$ cat src/rtl/gate_exerciser.sv
// Stimulus/response engine for a 2-input combinational gate: walks the four input
// vectors, samples the gate after a settle period and scores it against a truth table.
module gate_exerciser #(
    parameter int unsigned HOLD_CYCLES = 4,
    parameter logic [3:0]  EXPECTED_TT = 4'b1000
) (
    input  logic       clk,
    input  logic       rst_n,
    input  logic       start,
    input  logic       dut_out,
    output logic       in1,
    output logic       in2,
    output logic       busy,
    output logic       done,
    output logic       pass,
    output logic [2:0] err_count,
    output logic       first_err_valid,
    output logic [1:0] first_err_vec
);

    // Handshake: start is a level request sampled on any rising edge while not
    // busy; done/pass/err_* stay stable from completion until the next accepted start.

    typedef enum logic [1:0] {
        IDLE  = 2'd0,
        DRIVE = 2'd1,
        DONE  = 2'd2
    } state_t;

    localparam logic [7:0] HOLD_LAST = 8'(HOLD_CYCLES - 1);

    state_t     state, state_nx;
    logic [1:0] vec, vec_nx;
    logic [7:0] hold, hold_nx;
    logic       in1_nx, in2_nx, busy_nx, done_nx, pass_nx;
    logic [2:0] err_count_nx;
    logic       first_err_valid_nx;
    logic [1:0] first_err_vec_nx;
    logic       sample;
    logic       mismatch;

    assign sample   = (hold == HOLD_LAST);
    assign mismatch = (dut_out != EXPECTED_TT[vec]);

    always_comb begin
        state_nx           = state;
        vec_nx             = vec;
        hold_nx            = hold;
        in1_nx             = in1;
        in2_nx             = in2;
        busy_nx            = busy;
        done_nx            = done;
        pass_nx            = pass;
        err_count_nx       = err_count;
        first_err_valid_nx = first_err_valid;
        first_err_vec_nx   = first_err_vec;

        case (state)
            IDLE, DONE: begin
                if (start) begin
                    state_nx           = DRIVE;
                    vec_nx             = 2'd0;
                    hold_nx            = 8'd0;
                    in1_nx             = 1'b0;
                    in2_nx             = 1'b0;
                    busy_nx            = 1'b1;
                    done_nx            = 1'b0;
                    pass_nx            = 1'b0;
                    err_count_nx       = 3'd0;
                    first_err_valid_nx = 1'b0;
                    first_err_vec_nx   = 2'd0;
                end
            end
            DRIVE: begin
                if (!sample) begin
                    hold_nx = hold + 8'd1;
                end else begin
                    if (mismatch) begin
                        err_count_nx = err_count + 3'd1;
                        if (!first_err_valid) begin
                            first_err_valid_nx = 1'b1;
                            first_err_vec_nx   = vec;
                        end
                    end
                    hold_nx = 8'd0;
                    if (vec == 2'd3) begin
                        // Final verdict includes the sample taken on this very edge.
                        state_nx = DONE;
                        busy_nx  = 1'b0;
                        done_nx  = 1'b1;
                        in1_nx   = 1'b0;
                        in2_nx   = 1'b0;
                        pass_nx  = (err_count == 3'd0) && !mismatch;
                    end else begin
                        vec_nx = vec + 2'd1;
                        {in1_nx, in2_nx} = vec + 2'd1;
                    end
                end
            end
            default: begin
                state_nx = IDLE;
            end
        endcase
    end

    always_ff @(posedge clk or negedge rst_n) begin
        if (!rst_n) begin
            state           <= IDLE;
            vec             <= 2'd0;
            hold            <= 8'd0;
            in1             <= 1'b0;
            in2             <= 1'b0;
            busy            <= 1'b0;
            done            <= 1'b0;
            pass            <= 1'b0;
            err_count       <= 3'd0;
            first_err_valid <= 1'b0;
            first_err_vec   <= 2'd0;
        end else begin
            state           <= state_nx;
            vec             <= vec_nx;
            hold            <= hold_nx;
            in1             <= in1_nx;
            in2             <= in2_nx;
            busy            <= busy_nx;
            done            <= done_nx;
            pass            <= pass_nx;
            err_count       <= err_count_nx;
            first_err_valid <= first_err_valid_nx;
            first_err_vec   <= first_err_vec_nx;
        end
    end

endmodule

$ cat config.mk
export PLATFORM = sky130hd
export DESIGN_NAME = gate_exerciser
export DESIGN_NICKNAME = d
export VERILOG_FILES = /design/src/rtl/gate_exerciser.sv
export SDC_FILE = /design/constraint.sdc
export NUM_CORES = 1
export LEC_CHECK = 0
export ABC_AREA = 1
export CORE_MARGIN = 1
export CORE_UTILIZATION = 30
export DETAILED_ROUTE_END_ITERATION = 12
export GPL_TIMING_DRIVEN = 0
export REMOVE_ABC_BUFFERS = 1
export SLEW_MARGIN = 5
export SYNTH_ARGS = -nofsm -noshare
export SYNTH_HDL_FRONTEND = slang
export SYNTH_SLANG_ARGS = --single-unit
$ cat constraint.sdc
create_clock -name clk -period 3.1 [get_ports clk]
set_input_delay 0.465 -clock clk [delete_from_list [all_inputs] [get_ports clk]]
set_output_delay 0.465 -clock clk [all_outputs]
set_load 0.005 [all_outputs]
Word level (Yosys, flattened, before mapping)

Index checks and enable logic that the tools add are counted.

Divide/modulo/power cells: 0
Bitwise operators: 0
Shifts and indexed selects: 0
$mul: 0
$add $sub $neg: 3
Mux-type cells: 41
Reduce and logical (&&, ||, !) cells: 13
$lt $le $gt $ge: 1
Equality and inequality tests: 11

Operator list:

| cell                                                                  | count |
|---|---|
| 2-bit 2-to-1 mux                                                      | 9 |
| 8-bit 2-to-1 mux                                                      | 2 |
| 8-bit one-hot mux with 2 select lines                                 | 1 |
| 1-bit 2-to-1 mux                                                      | 15 |
| 2-bit != test (second input constant)                                 | 6 |
| 1-bit one-hot mux with 2 select lines                                 | 6 |
| 2-bit one-hot mux with 2 select lines                                 | 3 |
| 4-bit AND reduction                                                   | 3 |
| 3-bit 2-to-1 mux                                                      | 3 |
| 8-bit by 1-bit adder with 8-bit output (second input constant)        | 1 |
| 8-bit by 2-bit == test with 1-bit output (second input constant)      | 1 |
| 3-bit one-hot mux with 2 select lines                                 | 1 |
| 3-bit AND reduction                                                   | 2 |
| 5-bit AND reduction                                                   | 1 |
| 2-bit == test (second input constant)                                 | 2 |
| 3-bit by 1-bit adder with 3-bit output (second input constant)        | 1 |
| 3-bit zero test                                                       | 1 |
| 2-bit by 3-bit < comparator with 1-bit output (second input constant) | 1 |
| 2-bit by 1-bit adder with 2-bit output (second input constant)        | 1 |
| 1-bit binary-select mux with 2-bit select                             | 1 |
| 2-bit by 1-bit == test with 1-bit output (second input constant)      | 1 |
| 2-bit zero test                                                       | 1 |
| 2-bit AND reduction                                                   | 1 |
| 2-bit nonzero test                                                    | 1 |
| other kinds (4)                                                       | 4 |

RAM bits: 0
Output and inout port bits: 11
Bits in read-only memories: 0
Word-level logic and storage cells: 80
Register bits after elaboration: 23
Input bits: 4
Latch bits: 0
Memories kept: 0

Depth between registers and ports, before layout

Word-level depth: 8
Mapped depth: 9
Mapped depth without buffers: 8

Worst setup path after synthesis

Ideal clock, no wire load.

Kind: reg-to-reg
Start: register hold[0]
End: register first_err_vec[1]
Slack: 1.807 ns
Library setup time: 0.117 ns
Arrival: 1.176 ns
Stages on the path, launching flop included: 10
Path buffers: 1
Clock period less this slack: 1.293 ns
Cells stage by stage: dfrtp_1 -> ha_1 -> nand2_2 -> nor2_2 -> nand2_2 -> nand2_4 -> buf_12 -> nand3_2 -> nand2_1 -> nand2_1

Cells in the longest elaborated chain, start to end: 3

Ends and longest elaborated chain:

| what                                     | line | text |
|---|---|---|
| from (decl)                              | 34   | `logic [7:0] hold, hold_nx;` |
| from (signal assigned)                   | 122  | `hold <= hold_nx;` |
| 8-bit by 2-bit == test with 1-bit output | 42   | `assign sample = (hold == HOLD_LAST);` |
| 2-bit != test (no line)                  | -    |  |
| 5-bit AND reduction (no line)            | -    |  |
| to (signal assigned)                     | 130  | `first_err_vec <= first_err_vec_nx;` |
| to (decl)                                | 18   | `output logic [1:0] first_err_vec` |

Every way passes these cells.
A chain may end at the register's enable or synchronous reset.

Worst setup path after layout

Start: register err_count[0]
End: output err_count[0]

RTL lines:

| what                   | line | text |
|---|---|---|
| from (decl)            | 16   | `output logic [2:0] err_count,` |
| from (signal assigned) | 128  | `err_count <= err_count_nx;` |

No word-level cell between the ends.

==> results_dict.tcl <==
set metrics [dict create \
    syn_area_um2 1340 \
    r2r-start "hold[0]" \
    start_util 0.322 \
    slew_headroom 0.302 \
    grt_util_all_layers 0.126 \
    ys_seq_elements 23 \
    io_pins 15 \
    clk_latency_ps 270 \
    period_share 0.541 \
    r2r_cells 8 \
    cp_max_fo 5 \
    cts_buffers 3 \
    maxCapViolCount 0 \
    setup_total_negative_slack_ps 0 \
    stdcell_count 229 \
    dieArea_um2 4730 \
    first_pass_iters 4 \
    min_from "first_err_vec[1]" \
    rsz0062_at_grt "false" \
    fmax_ghz 0.597 \
    yosysTopAreaCellShare 0.431 \
    hold_viol 0 \
    die_h_um 68.7 \
    synth_edf_count 0 \
    grt_max_degree 24 \
    finalNetCount 188 \
    worst_slew_pin_slew_ps 1040 \
    end_kind "primary output" \
    cts-resized-gates 0 \
    post-cts-setup-buffer-count 0 \
    row_count 23 \
    synth-async-reset-ratio 1.00 \
    clock_skew_ps 8.93 \
    cpPeakStageDelay_ps 530 \
    post_route_cells_drive_above_1_share 0.128 \
    path_depth 1 \
    drt_wl_total_um 2430 \
    place_inst 225 \
    outcome "completed" \
    power.density_nw_per_um2 949 \
    clkTransAtPathRegs_ps 80 \
    area_delta_synth_final_pct 14.1 \
    min_path_type "register to register" \
    crit_chain "clkdlybuf4s50_1" \
    critPathLaunchType "register" \
    holdPathEnd "first_err_vec[1]" \
    synth.distinct_cells 25 \
    die_w_um 68.7 \
    grt.overflow.total 0 \
    synthTopCellsByArea "dfrtp_1 (43%), nand2_1 (15%), inv_1 (5.9%)" \
    ir_drop_v 0.000275 \
    drtAntennaViolNets 0 \
    synth_top_area_cell "dfrtp_1" \
    n_antenna_cell 0 \
    wl_per_cell_um 10.6 \
    dp_slack_ps 1160 \
    worstSetupPathType "register to primary output" \
    setup_violations 0 \
    worstPathArrival_ps 1210 \
    drv_slew 0 \
    synth-seq-area-share 0.431 \
    clock-sinks 23 \
    hpwl_um 1730 \
    critPathTopFamily "buffers and inverters" \
    cp.required_ps 2630 \
    drtIter0Drc 40 \
    fin_crit_ps 1680 \
    core_area_um2 4140 \
    r2r_end "err_count[2]" \
    numPortBuffers 14 \
    cts_hold_buf 0 \
    yosysWarnings 0 \
    slowest_stage "clkdlybuf4s50_1" \
    cts_tree "yes" \
    leakagePower_nw 0.780 \
    grt_first_pass_wirelength_um 4380 \
    fin_ws_ps 1420 \
    synth_top_flop_cell "dfrtp_1" \
    antenna_found_initial 0 \
    globalplace.congestion 0.802 \
    htree_levels 1 \
    root_buffer "clkbuf_8" \
    crit_buf_inv 1 \
    grt_pass1_vias 1014 \
    hold_depth 2 \
    drc 0 \
    synth_area_per_cell_um2 8.05 \
    synthCells 166 \
    cts.path.max_buffers 2 \
    r2r_slack_ps 1500 \
    avgViaCountPerCell 4.55 \
    num_vias 1042 \
]
-- where the power goes --
group          internal, mW  total (mW)  switching (mW)
sequential            0.407       0.482          0.0754
combinational         0.301       0.776           0.475
clock                0.0918       0.190          0.0982
total                 0.799        1.45           0.648
-- final cells by class --
type	count	area [um2]
repair buffers	14	140
flip-flops and latches	23	576
inverters	24	90.1
clock buffers	4	45.0
multi-input cells	114	612
well taps	50	62.6
fillers	456	2620
-- routing by layer --
layer / GRT usage / wire (um)
met4: 0.0612 / 42
met5: 0 / 0
met3: 0.0230 / 47
met1: 0.164 / 1230
met2: 0.200 / 1110
-- sequential cells by signal (all words and copies together), names as in the netlist --
signal,count
pass,1
done,1
hold,8
state,2
in1,1
err_count,3
first_err_vec,2
vec,2
in2,1
first_err_valid,1
busy,1
-- metrics by stage --
| step | util | cell area (um2) | hold WS (ps) | total power, mW |
|---|---|---|---|---|
| 6_report | 0.368 | 1530 | 477 | 1.45 |
| 5_1_grt | 0.368 | 1530 | 514 | 1.60 |
| 3_5_place_dp | 0.357 | 1480 | 464 | 1.28 |
| 3_3_place_gp | 0.357 | 1480 | 455 | 1.27 |
| 4_1_cts | 0.368 | 1530 | 484 | 1.48 |
| 2_1_floorplan | - | 1280 | 169 | 1.03 |
-- placed cells by master, fill, tap and decap left out, types with 4 or more instances in the layout --
| master | count |
|---|---|
| a21oi_1 | 4 |
| clkdlybuf4s50_1 | 14 |
| dfrtp_1 | 23 |
| ha_1 | 4 |
| inv_1 | 21 |
| nand2_1 | 52 |
| nand2_2 | 4 |
| nand3_1 | 10 |
| nand4_1 | 9 |
| nor2_1 | 11 |
-- how the worst max path moves through the flow --
stage,start,end
6_report,err_count[0],err_count[0]
5_1_grt,start,err_count[1]
4_1_cts,err_count[0],err_count[0]
3_5_place_dp,start,err_count[2]
3_3_place_gp,start,err_count[1]
2_1_floorplan,hold[0],err_count[2]
-- kinds of logic after synthesis --
logic type	count (synthesis)	synth area share
xor gates and xnor gates	1	0.00656
AOI/OAI and AO/OA	11	0.0487
DFF	23	0.431
buffers and inverters	29	0.111
adders and majority gates	4	0.0375
and+or+nand+nor	98	0.365
-- synthesized netlist by cell type (3+ instances only) --
cell	number
inv_2	3
a21oi_1	4
nand3_1	10
nand2_4	3
nor2_1	11
nor2_2	3
dfrtp_1	23
buf_6	3
ha_1	4
nand2_1	52
o21ai_0	3
nand4_1	9
nand2_2	4
inv_1	21
Power figures use the tool's default switching activity.
